--- config.mk ---
export PLATFORM = sky130hd
export DESIGN_NAME = vga_timing_gen
export DESIGN_NICKNAME = d
export VERILOG_FILES = /design/src/rtl/vga_timing_pkg.sv /design/src/rtl/vga_pix_tick.sv /design/src/rtl/vga_timing_gen.sv
export SDC_FILE = /design/constraint.sdc
export NUM_CORES = 1
export LEC_CHECK = 0
export BUFFER_PORTS_ARGS = -buffer_cell sky130_fd_sc_hd__buf_4
export CAP_MARGIN = 20
export CORE_MARGIN = 5
export CORE_UTILIZATION = 52
export DETAILED_ROUTE_END_ITERATION = 16
export GPL_TIMING_DRIVEN = 0
export PLACE_DENSITY = 0.75
export SLEW_MARGIN = 20
export SYNTH_ARGS = -nofsm -noshare
export SYNTH_HDL_FRONTEND = slang
export SYNTH_HIERARCHICAL = 1
export SYNTH_SLANG_ARGS = --single-unit
export TNS_END_PERCENT = 30
--- constraint.sdc ---
create_clock -name clk -period 5 [get_ports clk]
set_input_delay 1 -clock clk [delete_from_list [all_inputs] [get_ports clk]]
set_output_delay 1 -clock clk [all_outputs]
set_load 0.02 [all_outputs]
--- src/rtl/vga_timing_pkg.sv ---
// vga_timing_pkg: video mode constants and sizing helpers for vga_timing_gen.
package vga_timing_pkg;
  typedef struct packed {
    int h_active;
    int h_fp;
    int h_sync;
    int h_bp;
    int v_active;
    int v_fp;
    int v_sync;
    int v_bp;
    bit h_pol;
    bit v_pol;
  } vga_mode_t;

  localparam vga_mode_t MODE_640X480_60 = '{640, 16, 96, 48, 480, 10, 2, 33, 1'b0, 1'b0};
  localparam vga_mode_t MODE_800X600_72 = '{800, 56, 120, 64, 600, 37, 6, 23, 1'b1, 1'b1};

  function automatic int total(input int active, input int fp, input int sync, input int bp);
    return active + fp + sync + bp;
  endfunction

  function automatic int h_total(input vga_mode_t m);
    return total(m.h_active, m.h_fp, m.h_sync, m.h_bp);
  endfunction

  function automatic int v_total(input vga_mode_t m);
    return total(m.v_active, m.v_fp, m.v_sync, m.v_bp);
  endfunction

  function automatic int cw_for(input int h_tot, input int v_tot);
    return $clog2(h_tot > v_tot ? h_tot : v_tot);
  endfunction
endpackage

--- src/rtl/vga_pix_tick.sv ---
// vga_pix_tick: divides clk by CLK_DIV into a registered one-clk pixel strobe.
module vga_pix_tick #(
  parameter int CLK_DIV = 2
) (
  input  logic clk,
  input  logic clear,
  output logic pix_tick
);
  localparam int PW = CLK_DIV > 1 ? $clog2(CLK_DIV) : 1;
  localparam logic [PW-1:0] LAST = PW'(CLK_DIV - 1);

  logic [PW-1:0] pre_q, pre_d;
  logic pix_tick_q, pix_tick_d;

  always_comb begin
    pre_d = (pre_q == LAST) ? '0 : pre_q + 1'b1;
    pix_tick_d = pre_d == LAST;
  end

  always_ff @(posedge clk or posedge clear) begin
    if (clear) begin
      pre_q <= '0;
      pix_tick_q <= 1'b0;
    end else begin
      pre_q <= pre_d;
      pix_tick_q <= pix_tick_d;
    end
  end

  assign pix_tick = pix_tick_q;
endmodule

--- src/rtl/vga_timing_gen.sv ---
// vga_timing_gen: parametrised VGA raster counters, syncs, bright flag and line/frame strobes.
module vga_timing_gen
  import vga_timing_pkg::*;
#(
  parameter int H_ACTIVE   = MODE_640X480_60.h_active,
  parameter int H_FP       = MODE_640X480_60.h_fp,
  parameter int H_SYNC     = MODE_640X480_60.h_sync,
  parameter int H_BP       = MODE_640X480_60.h_bp,
  parameter int V_ACTIVE   = MODE_640X480_60.v_active,
  parameter int V_FP       = MODE_640X480_60.v_fp,
  parameter int V_SYNC     = MODE_640X480_60.v_sync,
  parameter int V_BP       = MODE_640X480_60.v_bp,
  parameter bit H_SYNC_POL = MODE_640X480_60.h_pol,
  parameter bit V_SYNC_POL = MODE_640X480_60.v_pol,
  parameter int CLK_DIV    = 2,
  parameter int CW         = 10
) (
  input  logic          clk,
  input  logic          clear,
  output logic          hsync,
  output logic          vsync,
  output logic          bright,
  output logic [CW-1:0] hcount,
  output logic [CW-1:0] vcount,
  output logic          pix_tick,
  output logic          line_start,
  output logic          frame_start
);
  localparam int H_TOTAL = total(H_ACTIVE, H_FP, H_SYNC, H_BP);
  localparam int V_TOTAL = total(V_ACTIVE, V_FP, V_SYNC, V_BP);
  localparam logic [CW-1:0] H_LAST = CW'(H_TOTAL - 1);
  localparam logic [CW-1:0] V_LAST = CW'(V_TOTAL - 1);
  localparam logic [CW-1:0] H_VIS  = CW'(H_ACTIVE);
  localparam logic [CW-1:0] V_VIS  = CW'(V_ACTIVE);
  localparam logic [CW-1:0] HS_BEG = CW'(H_ACTIVE + H_FP);
  localparam logic [CW-1:0] HS_END = CW'(H_ACTIVE + H_FP + H_SYNC - 1);
  localparam logic [CW-1:0] VS_BEG = CW'(V_ACTIVE + V_FP);
  localparam logic [CW-1:0] VS_END = CW'(V_ACTIVE + V_FP + V_SYNC - 1);

  logic          tick, h_end, v_end;
  logic [CW-1:0] hcount_q, hcount_d, vcount_q, vcount_d;
  logic          hsync_q, hsync_d, vsync_q, vsync_d, bright_q, bright_d;
  logic          line_start_q, line_start_d, frame_start_q, frame_start_d;

  vga_pix_tick #(.CLK_DIV(CLK_DIV)) u_pix_tick (
    .clk      (clk),
    .clear    (clear),
    .pix_tick (tick)
  );

  // Decode from the next-state counters so syncs and bright line up with hcount/vcount.
  always_comb begin
    h_end = hcount_q == H_LAST;
    v_end = vcount_q == V_LAST;
    line_start_d = tick && h_end;
    frame_start_d = line_start_d && v_end;
    hcount_d = !tick ? hcount_q : h_end ? '0 : hcount_q + 1'b1;
    vcount_d = !line_start_d ? vcount_q : v_end ? '0 : vcount_q + 1'b1;
    hsync_d = (hcount_d >= HS_BEG && hcount_d <= HS_END) ? H_SYNC_POL : ~H_SYNC_POL;
    vsync_d = (vcount_d >= VS_BEG && vcount_d <= VS_END) ? V_SYNC_POL : ~V_SYNC_POL;
    bright_d = hcount_d < H_VIS && vcount_d < V_VIS;
  end

  always_ff @(posedge clk or posedge clear) begin
    if (clear) begin
      hcount_q <= H_LAST;
      vcount_q <= V_LAST;
      hsync_q <= ~H_SYNC_POL;
      vsync_q <= ~V_SYNC_POL;
      bright_q <= 1'b0;
      line_start_q <= 1'b0;
      frame_start_q <= 1'b0;
    end else begin
      hcount_q <= hcount_d;
      vcount_q <= vcount_d;
      hsync_q <= hsync_d;
      vsync_q <= vsync_d;
      bright_q <= bright_d;
      line_start_q <= line_start_d;
      frame_start_q <= frame_start_d;
    end
  end

  assign hcount = hcount_q;
  assign vcount = vcount_q;
  assign hsync = hsync_q;
  assign vsync = vsync_q;
  assign bright = bright_q;
  assign pix_tick = tick;
  assign line_start = line_start_q;
  assign frame_start = frame_start_q;
endmodule

==> flow_summary.json, run 1 <==
{
  "status": "complete, no violations",
  "yosysMostFrequentCell": "nand2_1",
  "cts_setup_buffers": 0,
  "synth-async-reset-ratio_pct": 100.0,
  "grt_overflow": 0,
  "clock_latency_ns": 0.33,
  "yosysWarnings": 6,
  "grt_pass1_wl_um": 6403,
  "p_leak_nw": 0.7981,
  "path_class": "flip-flop to flip-flop",
  "fin_skew_ns": 0.01135,
  "maxCapViolCount": 0,
  "switching_power_uw": 71.14,
  "cts_buffers": 3,
  "tns_ns": 0,
  "start_kind": "flip-flop",
  "row_count": 20,
  "path_cells": "inv_1 > ha_1 > or4b_4 > nor4_4 > nor2_2 > o221ai_1 > o211ai_1 > a311o_1",
  "wire_per_inst_um": 15.91,
  "grt_max_degree": 26,
  "setup_violations": 0,
  "p_per_area_nw_per_um2": 190.8,
  "holdBufCountCts": 0,
  "drive_gt1_share_pct": 28.64,
  "fin_crit_sh_pct": 51.16,
  "grt_use_total_pct": 18.96,
  "p_comb_share_pct": 1.3,
  "crit_family": "simple AND/OR/NAND/NOR gates",
  "htree_levels": 1,
  "min_path_cells": 1,
  "n_antenna_cell": 0,
  "slowest_stage": "dfrtp_1",
  "synth_top_family_by_area": "simple AND/OR/NAND/NOR gates",
  "vias_per_cell": 6.176,
  "avgSynthCellArea_um2": 9.202,
  "syn_area_um2": 1610,
  "critPathRequiredTime_ns": 5.26,
  "seqCellArea_um2": 665.6,
  "synth_compound_area_share_pct": 15.46,
  "synth_top_area_share_pct": 21.76,
  "setup_slack_ns": 2.442,
  "ant_nets": 0,
  "internal-power_uw": 292.6,
  "drt-pass1-iter-count": 4,
  "synth_seq_cells": 26,
  "hold_path.class": "flip-flop to flip-flop",
  "fin_crit_ns": 2.558,
  "synth.area.mux_share_pct": 1.321,
  "crit_path_start": "vcount[0]",
  "areaGrowthSynthToFinish_pct": 18.42,
  "worstMarginPinSlew_ns": 0.9004,
  "pre_cts_ws_ns": 2.514,
  "rsz0062_at_grt": "false",
  "synth_fa_ha_area_share_pct": 2.331,
  "multi_input_area_um2": 853.3,
  "place_area_um2": 1854,
  "cp.arrival_ns": 2.82,
  "slew_headroom_pct": 39.60,
  "die_y_um": 65.65,
  "reg2regPathDepth": 8,
  "rr_endpoint": "vsync",
  "fill_cells": 251,
  "synthSimpleGateAreaFrac_pct": 28.52,
  "cpPeakStageDelay_ns": 0.52,
  "hold_violations": 0,
  "ir_drop_mv": 0.1015,
  "p_clk_share_pct": 40.7,
  "synth_edf_count": 0,
  "postLayoutCellArea_um2": 1907,
  "clockRootBuffer": "clkbuf_4",
  "pin_count": 28,
  "finalPower_uw": 363.7,
  "cts.sinks": 26,
  "route.vias.total": 1476,
  "grt_pass1_vias": 1376,
  "slew_violations": 0,
  "gp_congestion": 0.8855,
  "netlist_instances": 175,
  "cts.path.max_buffers": 2,
  "die_area_um2": 4310,
  "remaining_drc_errors": 0,
  "fmax_mhz": 390.9,
  "seqPwrFrac_pct": 58.0,
  "switching_share_pct": 19.56,
  "hold_start": "u_pix_tick/pre_q",
  "syn-num-nets": 180,
  "hold_slack_ns": 0.4680,
  "final_nets": 212,
  "synth_area_leader_cell": "dfrtp_1",
  "drtIter0Drc": 89,
  "synth_common_cells": "26 x nand2_1, 15 x o21ai_0, 14 x dfrtp_1",
  "path_max_fanout": 10,
  "core-area_um2": 3003,
  "r2r_start": "vcount[0]",
  "cts_tree": "built",
  "io_buffer_count": 27,
  "r2r_slack_ns": 2.44,
  "ctsResizeCount": 0,
  "path_clk_slew_ns": 0.16,
  "end_kind": "flip-flop",
  "antenna_found_initial": 0,
  "ys.flop_type": "dfrtp_1",
  "whs_endpoint": "u_pix_tick/pre_q",
  "synth_xor_area_share_pct": 5.361,
  "synthTopCellsByArea": "dfrtp_1 22%, dfstp_2 20%, nand2_1 6.1%",
  "path_buf_inv": 1,
  "synth-seq-area-share_pct": 41.34,
  "wl_um": 3803,
  "post-dp-hpwl_um": 2740,
  "synth.distinct_cells": 55,
  "fp.dieW_um": 65.65,
  "initial_core_util_pct": 53.62
}
==> kinds of logic after synthesis <==
group	after synthesis
AO/OA/AOI/OAI	38
XOR/XNOR	9
adder cells (fa/ha/maj)	3
buffers and inverters	16
flip-flops	26
multiplexers	2
AND/OR/NAND/NOR	81
==> per-layer routing <==
metal	track usage [%]	vias to the layer above	share of wire (%)
li1	-	698	-
met1	26.03	703	45
met2	30.79	69	47
met3	2.735	6	7.1
met4	5.699	0	1.3
met5	0	-	0
==> worst max path at each step <==
stage / endpoint / slack [ns] / cells past startpoint
after global placement: vsync / 2.57 / 8
after CTS: vsync / 2.47 / 8
after floorplan: vsync / 2.77 / 8
after detailed placement: vsync / 2.51 / 8
final: vsync / 2.44 / 8
after global routing: vsync / 2.31 / 8
==> cell type report <==
cell class                 count  share of cell area (%)
clock buffer                   3                   1.181
timing repair buffer          27                   10.63
tap                           33                   2.165
buffer                         6                   2.690
multi-input combinational    133                   44.75
sequential                    26                   34.91
inverter                      10                   2.100
clock inverter                 1                   1.575
==> layout by cell type (no fill, tap or decap), drive strengths merged, types with 4 or more instances in the layout <==
cell type  instances
inv                9
xnor2              7
o21ai             16
nor3               4
clkbuf             6
nand4              5
dfrtp             14
nor2              14
buf               30
nand2             26
dfstp             12
and3               5
nand3              9
==> power groups by stage <==
stage	clock network, mW	logic (mW)	registers [mW]
3_3_place_gp	0	0.00480	0.214
2_1_floorplan	0	0.00311	0.214
5_1_grt	0.160	0.00599	0.211
3_5_place_dp	0	0.00511	0.214
6_report	0.148	0.00485	0.211
4_1_cts	0.150	0.00509	0.211
==> sequential cells by signal (all words and copies together), names as in the netlist <==
register and cells:
bright 1, frame_start 1, hcount 10, hsync 1
line_start 1, u_pix_tick/pre_q 1, vcount 10, vsync 1
==> metrics by stage <==
step                std cells  util [%]
floorplan                 175         -
global placement          235     61.75
detailed placement        235     61.75
CTS                       239     63.50
global route              239     63.50
finish                    239     63.50
(Power assumes the default switching activity.)
==> inputs of run 2 (changes only) <==
==> constraint.sdc (replaced) <==
create_clock -name clk -period 2.4 [get_ports clk]
set_input_delay 0.48 -clock clk [delete_from_list [all_inputs] [get_ports clk]]
set_output_delay 0.48 -clock clk [all_outputs]
set_load 0.02 [all_outputs]
==> run 2 against run 1 <==
Effect of this change:
- non-clock buffer count is 3 higher
- register-to-register slack worse by 2.4 ns
- cell count is 1.3% higher
- critical path type unchanged
- setup slack worse by 2.4 ns
- via count is 2.1% higher
- largest power group unchanged
- clock skew is 0.0037 ns lower
- die area stayed put
- count of clock-buffer cells in the layout stayed put
==> flow_summary.json, run 2 (same netlist as run 1, synthesis figures left out) <==
{
  "slew_headroom_pct": 39.55,
  "wire_per_inst_um": 16.09,
  "cts_buffers": 3,
  "start_kind": "flip-flop",
  "remaining_drc_errors": 0,
  "seqPwrFrac_pct": 58.0,
  "die_area_um2": 4310,
  "gp_congestion": 0.8855,
  "row_count": 20,
  "p_comb_share_pct": 1.5,
  "ant_nets": 0,
  "seqCellArea_um2": 666.9,
  "internal-power_uw": 610.6,
  "end_kind": "flip-flop",
  "grt_use_total_pct": 19.42,
  "core-area_um2": 3003,
  "path_max_fanout": 10,
  "cts.path.max_buffers": 2,
  "cp.arrival_ns": 2.59,
  "postLayoutCellArea_um2": 1941,
  "fin_crit_ns": 2.324,
  "wl_um": 3893,
  "switching_share_pct": 19.46,
  "final_nets": 215,
  "pre_cts_ws_ns": -0.08562,
  "grt_max_degree": 26,
  "crit_family": "simple AND/OR/NAND/NOR gates",
  "grt_overflow": 0,
  "drt-pass1-iter-count": 4,
  "route.vias.total": 1507,
  "final_cell_mix": "30 x buf_4, 26 x nand2_1, 15 x o21ai_0",
  "drive_gt1_share_pct": 31.10,
  "hold_path.class": "flip-flop to flip-flop",
  "htree_levels": 1,
  "initial_core_util_pct": 53.62,
  "hold_violations": 0,
  "die_y_um": 65.65,
  "grt_pass1_wl_um": 6541,
  "clock_latency_ns": 0.33,
  "ir_drop_mv": 0.2122,
  "setup_violations": 0,
  "path_clk_slew_ns": 0.14,
  "slew_violations": 0,
  "status": "complete, no violations",
  "place_area_um2": 1854,
  "p_leak_nw": 0.8072,
  "multi_input_area_um2": 860.8,
  "path_buf_inv": 0,
  "switching_power_uw": 147.6,
  "areaGrowthSynthToFinish_pct": 20.51,
  "pin_count": 28,
  "drtIter0Drc": 118,
  "slowest_stage": "dfstp_2",
  "grt_pass1_vias": 1392,
  "p_clk_share_pct": 40.5,
  "critPathRequiredTime_ns": 2.66,
  "cts_tree": "built",
  "path_class": "flip-flop to flip-flop",
  "setup_slack_ns": 0.07571,
  "path_cells": "ha_2 > and2_4 > nand4_4 > or3_4 > xnor2_2 > o311ai_1 > a311o_1",
  "cts.sinks": 26,
  "fin_skew_ns": 0.007667,
  "fp.dieW_um": 65.65,
  "antenna_found_initial": 0,
  "vias_per_cell": 6.227,
  "io_buffer_count": 27,
  "p_per_area_nw_per_um2": 390.7,
  "cpPeakStageDelay_ns": 0.60,
  "worstMarginPinSlew_ns": 0.9012,
  "fill_cells": 248,
  "clockRootBuffer": "clkbuf_4",
  "rsz0062_at_grt": "false",
  "n_antenna_cell": 0,
  "final_common_cell": "buf_4",
  "post-dp-hpwl_um": 2740,
  "maxCapViolCount": 0,
  "fin_crit_sh_pct": 96.85,
  "fmax_mhz": 430.2
}
## run 2: cell types whose count changed in the layout (fill, tap and decap cells not counted), sizes merged
cell	delta
dlygate4sd3	+1
buf	+2
## run 2: power groups by stage
stage | sequential, mW | clock (mW) | combinational [mW]
finish | 0.439 | 0.307 | 0.0113
global route | 0.440 | 0.333 | 0.0138
CTS | 0.439 | 0.312 | 0.0119
detailed placement | 0.447 | 0 | 0.0106
global placement | 0.447 | 0 | 0.00999
floorplan | 0.447 | 0 | 0.00647
## run 2: through the flow
stage	TNS (ns)	util, %	cells	total power [mW]	hold WS (ns)
2_1_floorplan	0	-	175	0.4531	0.2087
3_3_place_gp	-0.03369	61.75	235	0.4566	0.3304
3_5_place_dp	-0.08562	61.75	235	0.4572	0.3407
4_1_cts	0	64.33	242	0.7637	0.4757
5_1_grt	0	64.63	242	0.7860	0.4913
6_report	0	64.63	242	0.7582	0.4671
## run 2: worst paths after layout
kind	start	endpoint	slack, ns	depth (start not counted)
max reg2reg	hcount[0]	vsync	0.08	7
min in group asynchronous	clear	u_pix_tick/pre_q	0.54	3
min	u_pix_tick/pre_q	u_pix_tick/pre_q	0.47	1
min reg2reg	u_pix_tick/pre_q	u_pix_tick/pre_q	0.47	1
max	hcount[0]	vsync	0.08	7
max in group asynchronous	clear	vcount[0]	1.17	3
## run 2: final cells by class
| type | count | area share (%) |
|---|---|---|
| Timing Repair Buffer | 30 | 11.73 |
| Inverter | 10 | 2.063 |
| Buffer | 6 | 2.643 |
| Multi-Input combinational cell | 133 | 44.36 |
| Sequential cell | 26 | 34.36 |
| Clock inverter | 1 | 1.547 |
| Clock buffer | 3 | 1.161 |
| Tap cell | 33 | 2.128 |
## run 2: per-layer routing
metal / share of wire, % / track usage (%)
met1: 44 / 27.19
met2: 46 / 31.04
met3: 8.0 / 2.735
met4: 1.8 / 5.699
met5: 0 / 0
## run 2: repair_timing
action / 4_1_cts / 5_1_grt
endpoints found under the hold margin: 1 / 0
endpoints found under the setup margin: 1 / 3
resized for setup: 0 / 4
pin swaps: 1 / 1
buffers inserted: 2 / 0
hold buffers: 1 / 0
